--- src/rtl/fll_cfg_responder.sv ---
// rtl/fll_cfg_responder.sv - FLL config-port responder: 4-entry regfile, emulated lock, divided clock-enable
// Optional feature macro: FLL_CFG_LOCK_IRQ_EN (lock_irq_o pulse and sticky lock-lost status bit 30).
module fll_cfg_responder #(
    parameter int unsigned ACK_LATENCY = 2,
    parameter int unsigned LOCK_CYCLES = 64,
    parameter logic [31:0] CFG1_RST    = 32'h0000_05F5,
    parameter logic [31:0] CFG2_RST    = 32'h0000_0000,
    parameter logic [31:0] CFG3_RST    = 32'h0000_0000
) (
    input  logic        clk,
    input  logic        rst_n,
    input  logic        cfg_req_i,
    input  logic        cfg_wrn_i,
    input  logic [1:0]  cfg_add_i,
    input  logic [31:0] cfg_wdata_i,
    output logic        cfg_ack_o,
    output logic [31:0] cfg_rdata_o,
    output logic        lock_o,
`ifdef FLL_CFG_LOCK_IRQ_EN
    output logic        lock_irq_o,
`endif
    output logic        clk_en_o
);

    typedef enum logic [1:0] {S_IDLE, S_BUSY, S_ACK, S_REL} state_e;

    localparam logic [3:0]  LAT_LOAD = 4'(ACK_LATENCY - 1);
    localparam logic [15:0] LOCK_MAX = 16'(LOCK_CYCLES);

    state_e      state_q, state_d;
    logic [3:0]  lat_q, lat_d;
    logic [1:0]  add_q, add_d;
    logic        wrn_q, wrn_d;
    logic [31:0] wdata_q, wdata_d;
    logic [31:0] cfg1_q, cfg1_d, cfg2_q, cfg2_d, cfg3_q, cfg3_d;
    logic [31:0] rdata_q, rdata_d;
    logic [15:0] lock_cnt_q, lock_cnt_d;
    logic [15:0] div_cnt_q, div_cnt_d;
    logic [3:0]  div_cur_q, div_cur_d;
    logic [15:0] div_mask;
    logic [31:0] rd_mux;
    logic        ack, wr_en, rd_en, cfg1_wr, locked, lost_bit;

    always_ff @(posedge clk or negedge rst_n) begin
        if (!rst_n) state_q <= S_IDLE;
        else        state_q <= state_d;
    end

    // Requests are only sampled in IDLE; a req still held in REL is ignored.
    always_comb begin
        state_d = state_q;
        lat_d   = lat_q;
        add_d   = add_q;
        wrn_d   = wrn_q;
        wdata_d = wdata_q;
        case (state_q)
            S_IDLE: if (cfg_req_i) begin
                add_d   = cfg_add_i;
                wrn_d   = cfg_wrn_i;
                wdata_d = cfg_wdata_i;
                lat_d   = LAT_LOAD;
                state_d = S_BUSY;
            end
            S_BUSY: begin
                if (lat_q == 4'd0) state_d = S_ACK;
                else               lat_d   = lat_q - 4'd1;
            end
            S_ACK:   state_d = S_REL;
            default: if (!cfg_req_i) state_d = S_IDLE;
        endcase
    end

    always_comb begin
        ack         = (state_q == S_ACK);
        cfg_ack_o   = ack;
        rd_en       = ack && wrn_q;
        wr_en       = ack && !wrn_q;
        cfg_rdata_o = rd_en ? rd_mux : rdata_q;
        lock_o      = locked;
        clk_en_o    = locked && (div_cnt_q == 16'd0);
    end

    always_comb begin
        locked  = (lock_cnt_q == LOCK_MAX);
        cfg1_wr = wr_en && (add_q == 2'd1);
        case (add_q)
            2'd0:    rd_mux = {locked, lost_bit, 14'd0, lock_cnt_q};
            2'd1:    rd_mux = cfg1_q;
            2'd2:    rd_mux = cfg2_q;
            default: rd_mux = cfg3_q;
        endcase
        cfg1_d  = cfg1_wr ? wdata_q : cfg1_q;
        cfg2_d  = (wr_en && add_q == 2'd2) ? wdata_q : cfg2_q;
        cfg3_d  = (wr_en && add_q == 2'd3) ? wdata_q : cfg3_q;
        rdata_d = rd_en ? rd_mux : rdata_q;
        if (cfg1_wr)                    lock_cnt_d = 16'd0;
        else if (lock_cnt_q < LOCK_MAX) lock_cnt_d = lock_cnt_q + 16'd1;
        else                            lock_cnt_d = lock_cnt_q;
        // DIV is re-sampled only at period boundaries or while unlocked.
        div_mask  = (16'd1 << div_cur_q) - 16'd1;
        div_cnt_d = div_cnt_q;
        div_cur_d = div_cur_q;
        if (!locked || div_cnt_q == div_mask) begin
            div_cnt_d = 16'd0;
            div_cur_d = cfg1_q[29:26];
        end else begin
            div_cnt_d = div_cnt_q + 16'd1;
        end
    end

    always_ff @(posedge clk or negedge rst_n) begin
        if (!rst_n) begin
            lat_q      <= 4'd0;
            add_q      <= 2'd0;
            wrn_q      <= 1'b0;
            wdata_q    <= 32'd0;
            cfg1_q     <= CFG1_RST;
            cfg2_q     <= CFG2_RST;
            cfg3_q     <= CFG3_RST;
            rdata_q    <= 32'd0;
            lock_cnt_q <= 16'd0;
            div_cnt_q  <= 16'd0;
            div_cur_q  <= 4'd0;
        end else begin
            lat_q      <= lat_d;
            add_q      <= add_d;
            wrn_q      <= wrn_d;
            wdata_q    <= wdata_d;
            cfg1_q     <= cfg1_d;
            cfg2_q     <= cfg2_d;
            cfg3_q     <= cfg3_d;
            rdata_q    <= rdata_d;
            lock_cnt_q <= lock_cnt_d;
            div_cnt_q  <= div_cnt_d;
            div_cur_q  <= div_cur_d;
        end
    end

`ifdef FLL_CFG_LOCK_IRQ_EN
    logic lock_prev_q, lock_prev_d, lost_q, lost_d;

    always_comb begin
        lock_prev_d = locked;
        lost_d      = lost_q;
        if (rd_en && add_q == 2'd0) lost_d = 1'b0;
        if (lock_prev_q && !locked) lost_d = 1'b1;
        lost_bit    = lost_q;
        lock_irq_o  = locked && !lock_prev_q;
    end

    always_ff @(posedge clk or negedge rst_n) begin
        if (!rst_n) begin
            lock_prev_q <= 1'b0;
            lost_q      <= 1'b0;
        end else begin
            lock_prev_q <= lock_prev_d;
            lost_q      <= lost_d;
        end
    end
`else
    assign lost_bit = 1'b0;
`endif

endmodule

--- config.mk ---
export PLATFORM = sky130hd
export DESIGN_NAME = fll_cfg_responder
export DESIGN_NICKNAME = d
export VERILOG_FILES = /design/src/rtl/fll_cfg_responder.sv
export SDC_FILE = /design/constraint.sdc
export NUM_CORES = 1
export LEC_CHECK = 0
export CAP_MARGIN = 40
export CORE_ASPECT_RATIO = 1.1
export CORE_MARGIN = 1
export CORE_UTILIZATION = 44
export DETAILED_ROUTE_END_ITERATION = 7
export SYNTH_ARGS = -nofsm -noshare
export SYNTH_HDL_FRONTEND = slang
export SYNTH_SLANG_ARGS = --single-unit
--- constraint.sdc ---
create_clock -name clk -period 3 [get_ports clk]
set_input_delay 0.9 -clock clk [delete_from_list [all_inputs] [get_ports clk]]
set_output_delay 0.9 -clock clk [all_outputs]
set_load 0.005 [all_outputs]
# Word level (Yosys, flattened, before mapping)
# Cells that the tools add are included.
[op_classes]
n_addsub = 4
magnitude_cmp = 1
eq_ne = 11
n_shift = 1
muxes = 12
n_reduce_logical = 18
[ops]
columns = ["op", "count"]
rows = [
  ["32-bit one-hot mux with 3 select lines", 1],
  ["16-bit two-way mux", 3],
  ["16-bit by 1-bit adder with 16-bit output, second input constant", 2],
  ["32-bit two-way mux", 1],
  ["16-bit == test", 1],
  ["16-bit by 7-bit == test with 1-bit output, second input constant", 1],
  ["16-bit logical NOT", 1],
  ["16-bit by 7-bit less-than comparator with 1-bit output, second input constant", 1],
  ["1-bit by 4-bit << shifter with 16-bit output, first input constant", 1],
  ["16-bit by 1-bit subtractor with 16-bit output, second input constant", 1],
  ["4-bit two-way mux", 2],
  ["4-bit one-hot mux with 2 select lines", 1],
  ["2-bit == test, second input constant", 3],
  ["1-bit logical AND", 6],
  ["2-bit two-way mux", 3],
  ["2-bit != test, second input constant", 3],
  ["2-bit one-hot mux with 3 select lines", 1],
  ["3-bit AND reduction", 2],
  ["2-bit by 1-bit == test with 1-bit output, second input constant", 2],
  ["2-bit logical NOT", 2],
  ["4-bit logical NOT", 1],
  ["4-bit by 1-bit != test with 1-bit output, second input constant", 1],
  ["2-bit nonzero test", 2],
  ["4-bit by 1-bit subtractor with 4-bit output, second input constant", 1],
  ["other kinds (3)", 4],
]
[totals]
reg_bits = 205
in_bits = 38
wordCells = 59

# Longest topological paths before layout
# Gate-level depths: netlist of run 1.
[logic_depth]
depth_word = 5
ltp_mapped = 13
ltp_nobuf = 9

# Worst setup path after synthesis of run 1
# Ideal clock, no wire load.
[synth_path]
kind = "register to register"
start = "reg div_cur_q[0]"
end = "reg div_cur_q[0]"
arrival_ns = 2.616
required_time_ns = 2.873
setup_slack_ns = 0.256
path_stages_with_launch = 10
cell_sequence = "dfrtp_1 -> or4_1 -> ha_1 -> xnor2_1 -> a311oi_1 -> nand4_1 -> nor4_1 -> a41o_1 -> buf_4 -> mux2_1"
[synth_via]
elab_chain_cells = 4
[synth_lines]
columns = ["item", "line_no", "text"]
rows = [
  ["start, declared", "39", "logic [3:0] div_cur_q, div_cur_d;"],
  ["start signal, assigned", "135", "div_cur_q <= div_cur_d;"],
  ["1-bit by 4-bit << shifter with 16-bit output", "100", "div_mask = (16'd1 << div_cur_q) - 16'd1;"],
  ["16-bit by 1-bit subtractor with 16-bit output", "100", ""],
  ["16-bit == test", "103", "if (!locked || div_cnt_q == div_mask) begin"],
  ["1-bit logical OR", "103", ""],
]
# No other way between the ends.
# A chain may end at the register's enable or synchronous reset.

# Final worst setup path of run 1
[layout_path]
start = "reg lock_cnt_q[1]"
end = "out cfg_rdata_o[31]"
[layout_via]
elab_chain_cells = 3
[layout_lines]
columns = ["item", "line_no", "text"]
rows = [
  ["start, declared", "37", "logic [15:0] lock_cnt_q, lock_cnt_d;"],
  ["start signal, assigned", "133", "lock_cnt_q <= lock_cnt_d;"],
  ["16-bit by 7-bit == test with 1-bit output", "84", "locked = (lock_cnt_q == LOCK_MAX);"],
  ["32-bit one-hot mux with 3 select lines", "86", "case (add_q)"],
  ["32-bit two-way mux", "--", ""],
  ["end, declared", "17", "output logic [31:0] cfg_rdata_o,"],
]
# No other way between the ends.

==> reports/metrics.csv, run 1 <==
stage,metric,value,unit
detailed_routing,firstDrtPassIters,4,
sta,rsz0062_at_grt,yes,
clocking,cts_max_path_buffers,3,
setup_path,criticalPathCategory,flop to primary output,
synth,ys_ff_latch,205,
global_routing,grt_max_degree,71,
setup_path,startpoint_type,flop,
die,io_pins,73,
clocking,cts_max_level,1,
synth,synth_edf_count,0,
detailed_routing,drtIter0Drc,236,
sta,worstMarginPinSlew,0.550,ns
global_routing,grt_usage,0.204,
die,start_util,0.449,
detailed_routing,viasPerCell,5.43,
placed_design,hpwl,13100,microns
final_layout,final_cells,1121,
placed_design,placed_cells,1034,
clocking,cts.clk_slew.worst_paths,0.06,ns
run_status,violations,setup timing,
sta,slew_viol_final,0,
final_layout,drive_gt1_frac,0.454,
clocking,cts_sinks,205,
synth,syn_avg_cell_area,13.1,sq um
sta,period_needed,3.21,ns
placed_design,io_buffers,72,
global_routing,grt_overflow,0,
sta,setup_viol,14,
setup_path,end_kind,primary output,
synth,ys_warn_count,0,
synth,ys.flop_type,dfrtp_1,
synth,synth.net_count,753,
final_layout,diodes,0,
synth,synthArstFlopShare,1.00,
detailed_routing,drc,0,
sta,whs,0.372,ns
setup_path,crit_arrival,2.31,ns
synth,yosysUniqueCellTypes,46,
placed_design,placedInstanceArea,10600,sq um
sta,maxSlewHeadroom,0.633,
clocking,cts_made_buffers,23,
synth,syn_inst,705,
run_status,status,finished with violations,
detailed_routing,avgRoutedWirePerCell,19.1,microns
detailed_routing,wirelength,21400,microns
placed_design,preCtsSetupSlack,-0.0413,ns
final_layout,design_area,12100,sq um
pwr,p_leak,5.52,nW
worst_hold_path,hp-class,primary input to async pin,
final_layout,fin_util,0.587,
sta,clock.fmax,311,MHz
final_layout,nFillCells,1612,
sta,finClkSkew,0.00958,ns
setup_path,path_max_fanout,2,
detailed_routing,via_count,6087,
clocking,cts_root_buffer,clkbuf_16,
sta,hold_viol,0,
clocking,clock_latency,0.51,ns
job,max_cap_viol_count,0,
sta,layout_worst_path_cycle_share,1.07,
global_routing,antenna_found_initial,1,
die,rows,55,
final_layout,most-common-layout-cells,"dfrtp_1 (195), mux2_2 (150), buf_4 (56), clkdlybuf4s50_1 (37), nor2_1 (36)",
setup_path,crit_required,2.10,ns
clocking,tritoncts,yes,
final_layout,syn2layout_area_growth,30.6,%
die,die_x,140,microns
synth,yosysSeqAreaShare,0.556,
global_routing,grt_pass1_vias,6503,
placed_design,gp_congestion,0.879,
detailed_routing,ant_nets,0,
die,die-area,21600,sq um
sta,fin_ws,-0.211,ns
synth,syn_area,9240,sq um
global_routing,grt_pass1_wl,34700,microns
final_layout,layout_commonest_cell,dfrtp_1,
final_layout,fin_nets,897,
die,core,20600,sq um
pwr,cellPowerDensity,1030,nW/um^2
die,die_h,154,microns
pwr,ir_worst_vdd,0.000522,V
-- state kept, by name (all words and copies together), names as in the netlist --
name	flops
add_q	2
cfg1_q	32
cfg2_q	32
cfg3_q	32
div_cnt_q	16
div_cur_q	4
lat_q	4
lock_cnt_q	16
rdata_q	32
state_q	2
wdata_q	32
wrn_q	1
-- critical path: stages, from the launching register on --
cell and delay [ns]:
dfrtp_1 0.36, inv_2 0.05, ha_4 0.15, nor4b_4 0.12
nand4b_1 0.19, inv_2 0.06, mux4_2 0.46, mux2_4 0.29
buf_6 0.12
-- per-layer routing --
layer | GRT usage | vias up | part of all wire
li1 | - | 2815 | -
met1 | 0.264 | 3138 | 0.44
met2 | 0.358 | 104 | 0.51
met3 | 0.0330 | 28 | 0.034
met4 | 0.0492 | 2 | 0.014
met5 | 0 | - | 0.00061
-- kinds of logic (layout without fill, tap and decap cells) --
kind of cell / count (synthesis) / count (layout) / synth area share
AO/OA/AOI/OAI: 72 / 72 / 0.0487
adder cells (fa/ha/maj): 10 / 10 / 0.0135
buffers and inverters: 57 / 217 / 0.0253
XOR/XNOR: 26 / 26 / 0.0246
flip-flops: 205 / 205 / 0.556
multiplexers: 191 / 191 / 0.253
AND/OR/NAND/NOR: 144 / 144 / 0.0788
-- cells in the mapped netlist, types with 8 or more instances --
library cell    n  area [sq um]
a21oi_1        16          80.1
mux2_2        167          1880
mux4_2         17           383
clkbuf_1       27           101
buf_2          10          50.1
inv_1          13          48.8
nor2_1         38           143
xnor2_1        12           105
dfrtp_1       197          4930
nor2b_1        13          81.3
nand2_1        35           131
nand3_1        13          65.1
a22oi_1        16           120
dfstp_2         8           210
o21ai_0        26           130
xor2_1         14           123
nor3_1          9          45.0
ha_1           10           125
-- path summary, 6_finish.rpt --
path / slack (ns) / cells after the start / startpoint / to
worst max-delay path: -0.21 / 8 / lock_cnt_q[1]$_DFFE_PN0P_ / cfg_rdata_o[31]
max in group asynchronous: 1.84 / 2 / rst_n / cfg1_q[7]$_DFFE_PN1P_
worst min register to register: 0.49 / 2 / rdata_q[19]$_DFF_PN0_ / rdata_q[19]$_DFF_PN0_
worst max register to register: 0.16 / 8 / div_cur_q[3]$_DFFE_PN0P_ / div_cur_q[1]$_DFFE_PN0P_
worst min-delay path: 0.37 / 1 / rst_n / div_cnt_q[7]$_DFF_PN0_
min in group clk: 0.49 / 2 / rdata_q[19]$_DFF_PN0_ / rdata_q[19]$_DFF_PN0_
-- report_power, final --
part | switching, mW | internal (mW) | leakage [nW]
sequential | 0.672 | 3.84 | 2.62
clock | 1.11 | 1.70 | 0.384
combinational | 2.13 | 3.03 | 2.51
-- area by class of cell --
cell class | instances | area [sq um] | share of cell area
timing repair buffer | 163 | 1680 | 0.139
multi-input combinational | 443 | 4110 | 0.341
clock inverter | 10 | 108 | 0.00892
clock buffer | 31 | 656 | 0.0543
tap | 256 | 320 | 0.0265
sequential | 205 | 5140 | 0.426
inverter | 13 | 48.8 | 0.00404
-- per-stage QoR --
stage               setup TNS [ns]  total power, mW
finish                      -0.777             12.5
global placement                 0             8.55
floorplan                        0             7.14
CTS                          -1.67             12.6
detailed placement         -0.0413             8.75
global route                 -1.88             13.2
-- repair_timing --
action / CTS / global route
pin swaps: 26 / 10
setup endpoints to repair: 34 / 53
hold buffers: 0 / 0
gates resized for setup: 221 / 21
cloned: 5 / 1
setup buffers: 42 / 5
(Power assumes the default switching activity.)
==> run 2: changes to the inputs <==
--- a/config.mk
+++ b/config.mk
@@ -8,7 +8,7 @@
 export CAP_MARGIN = 40
 export CORE_ASPECT_RATIO = 1.1
 export CORE_MARGIN = 1
-export CORE_UTILIZATION = 44
+export CORE_UTILIZATION = 28
 export DETAILED_ROUTE_END_ITERATION = 7
 export SYNTH_ARGS = -nofsm -noshare
 export SYNTH_HDL_FRONTEND = slang
==> run 2 against run 1 <==
  * The flow still finishes with violations (setup timing)
  * Cell area down 1.1%
  * First-iteration DRC count up 11%
  * Routed wire length down 4.5%
  * Global-route usage down 8.0 points
  * Die area up 56%
  * Largest power group unchanged
==> reports/metrics.csv, run 2 (same netlist as run 1, synthesis figures left out) <==
stage,metric,value,unit,change
setup_path,cp_cell_sequence,inv_1 > ha_2 > nor4b_4 > nand4b_1 > inv_2 > mux4_2 > mux2_4 > buf_6,,
setup_path,crit_buf_inv,3,,unchanged
sta,worstMarginPinSlew,0.476,ns,-0.0744 ns
detailed_routing,viasPerCell,4.69,,-14%
die,core,32400,sq um,+57%
die,die_x,175,microns,+25%
global_routing,grt_overflow,0,,unchanged
pwr,ir_worst_vdd,0.000432,V,-17%
run_status,status,finished with violations,,
final_layout,syn2layout_area_growth,29.2,%,
job,max_cap_viol_count,0,,unchanged
final_layout,nFillCells,3124,,+94%
sta,finClkSkew,0.0189,ns,+0.00935 ns
final_layout,drive_gt1_frac,0.424,,-0.0300
die,start_util,0.285,,-0.164
clocking,clock_latency,0.52,ns,about the same
die,die-area,33700,sq um,+56%
sta,slew_viol_final,0,,unchanged
detailed_routing,ant_nets,0,,unchanged
setup_path,criticalPathCategory,flop to primary output,,
sta,rsz0062_at_grt,yes,,
sta,clock.fmax,315,MHz,+1.1%
global_routing,antenna_found_initial,0,,-1
worst_hold_path,hp-class,primary input to async pin,,
setup_path,cp_slowest_cell,mux4_2,,
global_routing,grt_pass1_wl,33500,microns,-3.5%
detailed_routing,avgRoutedWirePerCell,16.2,microns,-15%
detailed_routing,firstDrtPassIters,4,,unchanged
final_layout,fin_nets,873,,-2.7%
final_layout,most-common-layout-cells,"dfrtp_1 (195), mux2_2 (148), buf_4 (51), clkdlybuf4s50_1 (39), nor2_1 (36)",,
sta,fin_ws,-0.175,ns,+0.0355 ns
clocking,hold_buffers,0,,unchanged
detailed_routing,drc,0,,unchanged
setup_path,crit_required,2.10,ns,about the same
global_routing,grt_pass1_vias,6093,,-6.3%
sta,hold_viol,0,,unchanged
clocking,tritoncts,yes,,
placed_design,preCtsSetupSlack,-0.0384,ns,+0.00291 ns
clocking,cts_root_buffer,clkbuf_16,,
setup_path,end_kind,primary output,,
pwr,p_leak,5.38,nW,-2.5%
sta,setup_viol,9,,-5
final_layout,layout_commonest_cell,dfrtp_1,,
sta,tns,-0.745,ns,+0.0325 ns
placed_design,io_buffers,72,,unchanged
final_layout,fin_util,0.369,,-0.218
placed_design,placedInstanceArea,10800,sq um,+2.1%
setup_path,critPathTopFamily,multiplexers,,
sta,layout_worst_path_cycle_share,1.06,,-0.0118
die,rows,69,,+25%
placed_design,gp_congestion,0.836,,-4.9%
run_status,violations,setup timing,,
pwr,cellPowerDensity,996,nW/um^2,-3.8%
setup_path,crit_arrival,2.28,ns,-0.03 ns
clocking,cts.clk_slew.worst_paths,0.06,ns,about the same
sta,maxSlewHeadroom,0.683,,+0.0496
clocking,cts_max_path_buffers,3,,unchanged
global_routing,grt_max_degree,56,,-21%
setup_path,startpoint_type,flop,,
final_layout,diodes,0,,unchanged
clocking,cts_sinks,205,,unchanged
final_layout,design_area,11900,sq um,-1.1%
placed_design,hpwl,13600,microns,+4.1%
die,io_pins,73,,unchanged
clocking,cts_max_level,1,,unchanged
detailed_routing,drtIter0Drc,261,,+11%
sta,period_needed,3.18,ns,-0.0355 ns
global_routing,grt_usage,0.124,,-0.0801
detailed_routing,wirelength,20400,microns,-4.5%
setup_path,path_max_fanout,2,,unchanged
die,die_h,193,microns,+25%
clocking,cts_made_buffers,23,,unchanged
setup_path,max_stage_delay,0.44,ns,-0.02 ns
detailed_routing,via_count,5933,,-2.5%
-- run 2: worst reg2reg max path, delay by kind of cell, from the launching register on --
family | cells | cell delay (ns)
XOR/XNOR | 1 | 0.13
AND/OR/NAND/NOR | 3 | 0.97
flip-flops | 1 | 0.39
AO/OA/AOI/OAI | 2 | 0.58
multiplexers | 1 | 0.35
adder cells (fa/ha/maj) | 1 | 0.33
-- run 2: area by class of cell --
cell class | instances | area [sq um] | area share
clock inverters | 6 | 73.8 | 0.00618
repair buffers | 139 | 1330 | 0.112
clock buffers | 33 | 673 | 0.0564
multi-input cells | 443 | 4140 | 0.346
well taps | 426 | 533 | 0.0446
flip-flops and latches | 205 | 5140 | 0.431
inverters | 13 | 48.8 | 0.00409
-- run 2: final timing paths --
check                      cells past startpoint                 startpoint  slack, ns                       end
setup / recovery                               8  lock_cnt_q[0]$_DFFE_PN0P_      -0.18           cfg_rdata_o[31]
hold / removal                                 1                      rst_n       0.35      rdata_q[0]$_DFF_PN0_
hold reg to reg                                2      rdata_q[21]$_DFF_PN0_       0.47     rdata_q[21]$_DFF_PN0_
min in group clk                               2      rdata_q[21]$_DFF_PN0_       0.47     rdata_q[21]$_DFF_PN0_
max in group asynchronous                      2                      rst_n       1.93      add_q[0]$_DFFE_PN0P_
setup reg to reg                               8   div_cur_q[3]$_DFFE_PN0P_       0.15  div_cur_q[3]$_DFFE_PN0P_
-- run 2: per-layer routing --
| metal | GRT usage | share of wire | vias to the layer above |
|---|---|---|---|
| met5 | 0 | 0 | - |
| met4 | 0.0288 | 0.015 | 0 |
| met3 | 0.0167 | 0.034 | 30 |
| met2 | 0.208 | 0.49 | 96 |
| met1 | 0.170 | 0.46 | 3038 |
| li1 | - | - | 2769 |
-- run 2: power breakdown --
group          internal (mW)  total, mW  switching, mW
combinational           2.68       4.65           1.97
sequential              3.84       4.50          0.656
clock                   1.65       2.74           1.10
-- run 2: metrics by stage --
| stage | hold WS (ns) | instances | power, mW |
|---|---|---|---|
| final | 0.350 | 1265 | 11.9 |
| after detailed placement | 0.481 | 1208 | 8.76 |
| after global placement | 0.477 | 1208 | 8.67 |
| after floorplan | 0.474 | 705 | 7.14 |
| after global routing | 0.369 | 1265 | 12.7 |
| after CTS | 0.349 | 1259 | 11.9 |
-- run 2: timing repair --
action | CTS | global route
gates cloned | 2 | 0
buffers inserted | 10 | 14
endpoints found under the setup margin | 34 | 48
pin swaps | 4 | 11
resized for setup | 127 | 59
==> run 3: changes to the inputs <==
--- a/config.mk
+++ b/config.mk
@@ -8,7 +8,7 @@
 export CAP_MARGIN = 40
 export CORE_ASPECT_RATIO = 1.1
 export CORE_MARGIN = 1
-export CORE_UTILIZATION = 28
+export CORE_UTILIZATION = 30
 export DETAILED_ROUTE_END_ITERATION = 7
 export SYNTH_ARGS = -nofsm -noshare
 export SYNTH_HDL_FRONTEND = slang
==> run 3 against run 2 <==
  * The flow still finishes with violations (setup timing)
  * Largest power group unchanged
  * Flip-flop and latch count unchanged
  * Clock power grew 5%
  * Non-clock buffer count grew 20
  * Count of clock-buffer cells in the layout increased by 4
  * Critical path depth is the same
==> reports/metrics.csv, run 3 (same netlist as run 1, synthesis figures left out) <==
stage,metric,value,unit,change
pwr,p_seq_frac,0.365,,-0.013
sta,hold_viol,0,,unchanged
pwr,power_switching,3.76,mW,+1.1%
pwr,p_leak,5.49,nW,+2.0%
clocking,cts_max_level,1,,unchanged
detailed_routing,wl_met3,706,microns,+1.4%
die,io_pins,73,,unchanged
sta,period_needed,3.20,ns,+0.0271 ns
pwr,p_int,8.53,mW,+4.5%
pwr,cellPowerDensity,1010,nW/um^2,+1.4%
detailed_routing,firstDrtPassIters,4,,unchanged
detailed_routing,top_layer,met4,,
placed_design,io_buffers,72,,unchanged
detailed_routing,drtIter0Drc,382,,+46%
pwr,switching_share,0.306,,-0.00720
clocking,cts.clk_slew.worst_paths,0.06,ns,about the same
clocking,tritoncts,yes,,
placed_design,placed_cells,1197,,-0.91%
worst_hold_path,hp-class,primary input to async pin,,
detailed_routing,routed-wl-met2,10600,microns,+5.3%
sta,clock.fmax,312,MHz,-0.84%
clocking,clock_latency,0.51,ns,about the same
setup_path,crit_top_cell,inv_1,,
final_layout,fin_nets,894,,+2.4%
run_status,status,finished with violations,,
final_layout,regArea,5140,sq um,unchanged
die,rows,67,,-2.9%
setup_path,cp_slowest_cell,mux4_2,,
pwr,pwr-share-comb,0.400,,+0.009
setup_path,crit_required,2.10,ns,about the same
sta,rsz0062_at_grt,yes,,
setup_path,end_kind,primary output,,
setup_path,cp_cell_sequence,inv_1 > ha_2 > nor4b_4 > nand4b_1 > inv_1 > mux4_2 > mux2_4 > buf_6,,
die,die_h,186,microns,-3.4%
die,core,30300,sq um,-6.3%
detailed_routing,viasPerCell,4.71,,+0.47%
die,start_util,0.305,,+0.0191
sta,finClkSkew,0.0155,ns,-0.00343 ns
setup_path,critPathTopFamily,multiplexers,,
clocking,cts_sinks,205,,unchanged
clocking,cts_max_path_buffers,3,,unchanged
pwr,p_total,12.3,mW,+3.4%
sta,tns,-0.438,ns,+0.307 ns
placed_design,hpwl,13500,microns,-0.68%
detailed_routing,via_count,6003,,+1.2%
final_layout,syn2layout_area_growth,31.7,%,
final_layout,drive_gt1_frac,0.422,,-0.00222
global_routing,grt_usage,0.138,,+0.0137
sta,layout_worst_path_cycle_share,1.07,,+0.00902
setup_path,crit_buf_inv,3,,unchanged
sta,maxSlewHeadroom,0.587,,-0.0958
global_routing,grt_pass1_wl,34300,microns,+2.3%
sta,setup_viol,5,,-4
detailed_routing,met1_length,9570,microns,+1.7%
sta,slew_viol_final,0,,unchanged
setup_path,max_stage_delay,0.45,ns,about the same
clocking,hold_buffers,0,,unchanged
setup_path,startpoint_type,flop,,
final_layout,layout_commonest_cell,dfrtp_1,,
final_layout,most-common-layout-cells,"dfrtp_1 (195), mux2_2 (150), buf_4 (60), clkdlybuf4s50_1 (37), nor2_1 (36)",,
final_layout,final_cells,1274,,+0.71%
final_layout,nFillCells,2919,,-6.6%
die,die-area,31500,sq um,-6.6%
run_status,violations,setup timing,,
detailed_routing,avgRoutedWirePerCell,16.5,microns,+2.4%
setup_path,crit_arrival,2.30,ns,+0.02 ns
setup_path,criticalPathCategory,flop to primary output,,
global_routing,grt_max_degree,72,,+29%
sta,fin_ws,-0.202,ns,-0.0271 ns
detailed_routing,wirelength,21100,microns,+3.1%
die,die_x,169,microns,-3.4%
pwr,ir_worst_vdd,0.000503,V,+17%
final_layout,multiInputGateArea,4090,sq um,-1.1%
pwr,clockPowerShare,0.234,,+0.003
clocking,cts_root_buffer,clkbuf_16,,
placed_design,gp_congestion,0.875,,+4.7%
clocking,cts_made_buffers,24,,+4.3%
detailed_routing,drc,0,,unchanged
global_routing,grt_pass1_vias,6314,,+3.6%
global_routing,grt_overflow,0,,unchanged
sta,worstMarginPinSlew,0.619,ns,+0.144 ns
global_routing,antenna_found_initial,0,,unchanged
job,max_cap_viol_count,0,,unchanged
detailed_routing,ant_nets,0,,unchanged
final_layout,diodes,0,,unchanged
setup_path,path_max_fanout,2,,unchanged
## run 3: final timing paths
| kind | start | end | slack (ns) | depth (start not counted) |
|---|---|---|---|---|
| worst max-delay path | lock_cnt_q[1]$_DFFE_PN0P_ | cfg_rdata_o[31] | -0.20 | 8 |
| worst min-delay path | rst_n | div_cnt_q[12]$_DFF_PN0_ | 0.40 | 1 |
| worst max register to register | div_cur_q[3]$_DFFE_PN0P_ | div_cur_q[0]$_DFFE_PN0P_ | 0.23 | 8 |
| worst min register to register | rdata_q[30]$_DFF_PN0_ | rdata_q[30]$_DFF_PN0_ | 0.49 | 2 |
| max in group asynchronous | rst_n | cfg1_q[8]$_DFFE_PN1P_ | 1.79 | 2 |
| min in group clk | rdata_q[30]$_DFF_PN0_ | rdata_q[30]$_DFF_PN0_ | 0.49 | 2 |
## run 3: metal layers
metal  GRT usage  vias to the layer above
li1            -                     2796
met1       0.184                     3091
met2       0.238                       90
met3      0.0193                       26
met4      0.0295                        0
met5           0                        -
## run 3: per-stage QoR
step / setup slack, ns / util / instance area [sq um] / hold WS, ns
finish: -0.202 / 0.401 / 12200 / 0.402
CTS: -0.216 / 0.397 / 12000 / 0.427
global placement: 0.0106 / 0.355 / 10800 / 0.477
detailed placement: -0.0316 / 0.355 / 10800 / 0.481
floorplan: 0.256 / - / 9240 / 0.474
global route: -0.294 / 0.401 / 12200 / 0.436
## run 3: power by group through the flow
| stage | clock (mW) | sequential [mW] | combinational (mW) |
|---|---|---|---|
| finish | 2.88 | 4.49 | 4.92 |
| global route | 3.08 | 4.65 | 5.35 |
| CTS | 2.96 | 4.50 | 4.83 |
| detailed placement | 0 | 4.51 | 4.24 |
| global placement | 0 | 4.47 | 4.19 |
| floorplan | 0 | 4.29 | 2.86 |
## run 3: timing repair
| action | 4_1_cts | 5_1_grt |
|---|---|---|
| resized for setup | 168 | 30 |
| pin swaps | 11 | 5 |
| endpoints found under the setup margin | 34 | 45 |
| cloned | 4 | 0 |
| buffers inserted | 30 | 8 |
## run 3: area by class of cell
cell class / instances / share of cell area
clock buffers: 37 / 0.0592
clock inverters: 3 / 0.00534
inverters: 13 / 0.00401
multi-input cells: 443 / 0.336
flip-flops and latches: 205 / 0.422
well taps: 414 / 0.0426
repair buffers: 159 / 0.130
